### src/rtl/fp_seq_pkg.sv
// Shared types and constants for the FP add/sub operand sequencer.
package fp_seq_pkg;

    localparam int   FP_W     = 32;
    localparam logic MODE_ADD = 1'b0;
    localparam logic MODE_SUB = 1'b1;

    typedef enum logic [2:0] {
        S_IDLE,
        S_FETCH,
        S_LOAD,
        S_WAIT,
        S_EMIT,
        S_DONE
    } state_t;

endpackage

### src/rtl/fp_addsub_sequencer.sv
// Feeds operand pairs from a vector memory into the FP add/sub unit and
// streams each captured result out over a valid/ready port.
module fp_addsub_sequencer
    import fp_seq_pkg::*;
#(
    parameter int ADDR_W = 6,
    parameter int LAT    = 2
) (
    input  logic              i_clk,
    input  logic              i_rst_n,
    input  logic              i_start,
    input  logic              i_mode,
    input  logic [ADDR_W-1:0] i_count,
    output logic [ADDR_W-1:0] o_rd_addr,
    input  logic [FP_W-1:0]   i_rd_data_a,
    input  logic [FP_W-1:0]   i_rd_data_b,
    output logic [FP_W-1:0]   o_operand_a,
    output logic [FP_W-1:0]   o_operand_b,
    output logic              o_add_sub_signal,
    input  logic [FP_W-1:0]   i_operand_o,
    input  logic              i_exception,
    output logic              o_res_valid,
    input  logic              i_res_ready,
    output logic [FP_W-1:0]   o_res_data,
    output logic              o_res_exc,
    output logic [ADDR_W-1:0] o_res_index,
    output logic              o_busy,
    output logic              o_done,
    output logic [ADDR_W-1:0] o_exc_count,
    output state_t            o_state
);

    // Result handshake: a result transfers on any rising edge where
    // o_res_valid and i_res_ready are both high; while valid is high and
    // ready is low, data, exception flag and index are held unchanged.

    localparam int WCNT_W = (LAT < 1) ? 1 : $clog2(LAT + 1);

    state_t            state;
    state_t            state_next;
    logic [ADDR_W-1:0] index;
    logic [ADDR_W-1:0] count;
    logic              mode;
    logic [WCNT_W-1:0] wait_cnt;
    logic              last;
    logic              wait_end;

    assign last     = (index == count - ADDR_W'(1));
    assign wait_end = (wait_cnt == '0);

    always_ff @(posedge i_clk or negedge i_rst_n) begin
        if (!i_rst_n) begin
            state <= S_IDLE;
        end else begin
            state <= state_next;
        end
    end

    always_comb begin
        state_next = state;
        case (state)
            S_IDLE:  if (i_start) state_next = (i_count == '0) ? S_DONE : S_FETCH;
            S_FETCH: state_next = S_LOAD;
            S_LOAD:  state_next = S_WAIT;
            S_WAIT:  if (wait_end) state_next = S_EMIT;
            S_EMIT:  if (i_res_ready) state_next = last ? S_DONE : S_FETCH;
            S_DONE:  state_next = S_IDLE;
            default: state_next = S_IDLE;
        endcase
    end

    // Datapath registers; the wait counter covers the adder's pipeline depth
    // plus the edge on which the result is captured.
    always_ff @(posedge i_clk or negedge i_rst_n) begin
        if (!i_rst_n) begin
            index            <= '0;
            count            <= '0;
            mode             <= MODE_ADD;
            wait_cnt         <= '0;
            o_operand_a      <= '0;
            o_operand_b      <= '0;
            o_add_sub_signal <= 1'b0;
            o_res_data       <= '0;
            o_res_exc        <= 1'b0;
            o_res_index      <= '0;
            o_exc_count      <= '0;
        end else begin
            case (state)
                S_IDLE: begin
                    if (i_start) begin
                        mode        <= i_mode;
                        count       <= i_count;
                        index       <= '0;
                        o_exc_count <= '0;
                    end
                end
                S_LOAD: begin
                    o_operand_a      <= i_rd_data_a;
                    o_operand_b      <= i_rd_data_b;
                    o_add_sub_signal <= mode;
                    wait_cnt         <= WCNT_W'(LAT);
                end
                S_WAIT: begin
                    if (wait_end) begin
                        o_res_data  <= i_operand_o;
                        o_res_exc   <= i_exception;
                        o_res_index <= index;
                        if (i_exception && (o_exc_count != '1)) begin
                            o_exc_count <= o_exc_count + ADDR_W'(1);
                        end
                    end else begin
                        wait_cnt <= wait_cnt - WCNT_W'(1);
                    end
                end
                S_EMIT: begin
                    if (i_res_ready && !last) begin
                        index <= index + ADDR_W'(1);
                    end
                end
                default: ;
            endcase
        end
    end

    always_comb begin
        o_busy      = (state != S_IDLE);
        o_done      = (state == S_DONE);
        o_res_valid = (state == S_EMIT);
        o_rd_addr   = index;
        o_state     = state;
    end

endmodule

### config.mk
export PLATFORM = sky130hd
export DESIGN_NAME = fp_addsub_sequencer
export DESIGN_NICKNAME = d
export VERILOG_FILES = /design/src/rtl/fp_seq_pkg.sv /design/src/rtl/fp_addsub_sequencer.sv
export SDC_FILE = /design/constraint.sdc
export NUM_CORES = 1
export LEC_CHECK = 0
export ABC_AREA = 1
export CORE_AREA = 2 2 115 117
export DETAILED_ROUTE_END_ITERATION = 7
export DIE_AREA = 0 0 117 119
export HOLD_SLACK_MARGIN = 0.12
export PLACE_DENSITY_LB_ADDON = 0.15
export SYNTH_ARGS = -nofsm -noshare
export SYNTH_HDL_FRONTEND = slang
export SYNTH_SLANG_ARGS = --single-unit
### constraint.sdc
create_clock -name i_clk -period 2.1 [get_ports i_clk]
set_input_delay 0.21 -clock i_clk [delete_from_list [all_inputs] [get_ports i_clk]]
set_output_delay 0.21 -clock i_clk [all_outputs]
set_load 0.02 [all_outputs]
==> flow_summary.json <==
{
  "finalSetupTns_ns": 0,
  "crit_path_start": "o_state[2]$_DFFE_PN0P_",
  "hold_depth": 3,
  "arrival_ns": 1.66,
  "drtIter0Drc": 198,
  "layout.nets": 919,
  "grt_pass1_wl_um": 23120,
  "viasPerCell": 4.692,
  "hold_violations": 0,
  "clock_latency_ns": 0.41,
  "post_drt_wl_per_cell_um": 14.32,
  "layout_min_cycle_time_ns": 1.874,
  "synthCells": 570,
  "yosysWarningCount": 0,
  "final_cells": 996,
  "drive_above_1_share": 0.1110,
  "nFillCells": 1088,
  "critPathKind": "flop to output port",
  "peakVddDrop_uv": 740.5,
  "pin_count": 230,
  "cts_made_buffers": 17,
  "synth_nets": 682,
  "fmax_mhz": 533.6,
  "place_inst": 963,
  "die_w_um": 117,
  "grtUsageTotal": 0.2166,
  "cp.required_ns": 1.89,
  "postSynthAreaPerCell_um2": 9.419,
  "start_kind": "flop",
  "globalplace.congestion": 0.7802,
  "fin_crit_sh": 0.8924,
  "hold_class": "input port to flop",
  "report.final.slew_viol_count": 0,
  "ys_ff_latch": 128,
  "post-cts-setup-buffer-count": 0,
  "fin_skew_ns": 0.003329,
  "max-cap-violations": 0,
  "antenna_found_initial": 0,
  "min_to": "o_operand_b[26]$_DFFE_PN0P_",
  "dpl.hpwl_um": 10360,
  "critPathSlowestCell": "dfrtp_1",
  "drc": 0,
  "worstMarginPinSlew_ns": 0.6758,
  "cpPeakStageDelay_ns": 0.44,
  "finalPower_w": 0.01338,
  "dr.pass1.iters": 4,
  "synth_top_area_frac": 0.5966,
  "netlist_area_um2": 5369,
  "area.growth.synth_to_final_pct": 57.75,
  "setup_violations": 0,
  "num_vias": 4673,
  "antenna-diode-count": 0,
  "routed_wl_um": 14270,
  "power_density_nw_per_um2": 1579,
  "p_leak_nw": 3.998,
  "slew_headroom": 0.5495,
  "cp-end-kind": "output port",
  "clk_path_buf_depth": 2,
  "seq_area_frac_synth": 0.5966,
  "hold_start": "i_rd_data_b[26]",
  "die_area_um2": 13920,
  "reg2reg_to": "o_exc_count[1]$_DFFE_PN0P_",
  "synth.largest_area_cell": "dfrtp_1",
  "layout_commonest_cell": "nand2_1",
  "cts_root_buffer": "clkbuf_16",
  "synth_cell_types": 27,
  "io_buffers": 229,
  "start_util": 0.4170,
  "status": "finished, final reports clean",
  "synth_area_leaders": "dfrtp_1 60%, nand2_1 18%, mux2_2 7.6%",
  "cp_cell_sequence": "inv_1 > nor3_1 > dlygate4sd2_1",
  "clk_pin_slew_ns": 0.05,
  "r2r_start": "o_exc_count[0]$_DFFE_PN0P_",
  "cts_tree": "built",
  "cts_htree_levels": 4,
  "clock-sinks": 128,
  "grt_pass1_vias": 4751,
  "fp.dieH_um": 119,
  "rows": 42,
  "rsz0062_at_grt": "false",
  "r2r_cells": 9,
  "ff2ff_setup_slack_ns": 0.29,
  "core_area_um2": 12870,
  "antenna_left": 0,
  "grt.overflow.total": 0,
  "layout.cells.most_common_list": "258 x nand2_1, 225 x clkdlybuf4s50_1, 128 x dfrtp_1, 36 x mux2_2, 33 x inv_1",
  "grt_max_degree": 129,
  "cp_max_fo": 6
}
[sequential cells by signal (all words and copies together) (netlist names)]
signal,cells
mode,1
o_rd_addr,6
o_state,3
wait_cnt,2
count,6
o_exc_count,6
o_res_data,32
o_res_exc,1
o_add_sub_signal,1
o_operand_a,32
o_res_index,6
o_operand_b,32
[cells by family after synthesis]
family          share of synthesized area
compound gates                    0.02587
xor+xnor                          0.01142
fa+ha+maj                        0.009322
buf+inv                           0.04474
flops                              0.5966
mux                               0.07551
simple gates                       0.2365
[synth_stat cells (all sizes together)]
| master | instances |
|---|---|
| a21oi | 4 |
| a31oi | 1 |
| buf | 11 |
| clkbuf | 10 |
| dfrtp | 128 |
| ha | 4 |
| inv | 36 |
| mux2 | 36 |
| nand2 | 262 |
| nand3 | 23 |
| nand4 | 2 |
| nor2 | 20 |
| nor3 | 3 |
| nor3b | 2 |
| nor4 | 1 |
| o21ai | 18 |
| or2 | 2 |
| xor2 | 7 |
[layer usage]
metal	track usage	up-vias	share of wire
li1	-	2252	-
met1	0.2381	2210	0.38
met2	0.3710	183	0.52
met3	0.07684	28	0.077
met4	0.09779	0	0.027
met5	0	-	0
[per-stage QoR]
stage / hold slack, ns / utilization / setup WS, ns / cell area (um^2)
6_report: 0.3350 / 0.6578 / 0.2260 / 8469
5_1_grt: 0.3267 / 0.6578 / 0.1205 / 8469
4_1_cts: 0.3110 / 0.6576 / 0.001476 / 8467
3_5_place_dp: 0.3767 / 0.6114 / 0.3155 / 7871
3_3_place_gp: 0.3733 / 0.6114 / 0.3681 / 7871
2_1_floorplan: -0.08559 / - / 0.3407 / 5369
[cell type report]
class,count,area (um^2),share of cell area
inverters,36,135.1,0.01596
clock inverters,5,75.07,0.008864
flip-flops and latches,128,3203,0.3782
well taps,176,220.2,0.02600
multi-input cells,385,1931,0.2280
clock buffers,27,513.0,0.06057
repair buffers,239,2392,0.2825
[where the power goes]
group	leakage [nW]	internal, W	switching, W
combinational	2.13	0.00284	0.00342
sequential	1.58	0.00358	0.000637
clock	0.291	0.00190	0.00100
total	4.00	0.00832	0.00506
[what timing repair did]
item | in CTS | in global routing
setup endpoints to repair | 2 | 1
endpoints found under the hold margin | 128 | 0
hold buffers | 1 | 0
gates resized for setup | 2 | 1
[how the worst max path moves through the flow]
stage / end / slack [ns] / depth (start not counted)
6_report: o_done / 0.23 / 3
3_5_place_dp: o_exc_count[1]$_DFFE_PN0P_ / 0.32 / 8
2_1_floorplan: o_exc_count[0]$_DFFE_PN0P_ / 0.34 / 8
5_1_grt: o_rd_addr[5]$_DFFE_PN0P_ / 0.12 / 12
4_1_cts: o_busy / 0.001 / 3
3_3_place_gp: o_operand_b[17]$_DFFE_PN0P_ / 0.37 / 6
[critical path, delay by kind of cell, from the launching register on]
| family | cells | cell delay [ns] |
|---|---|---|
| flops | 1 | 0.44 |
| simple gates | 1 | 0.24 |
| buf+inv | 2 | 0.57 |
Note: power is estimated with default switching activity, not from simulation.
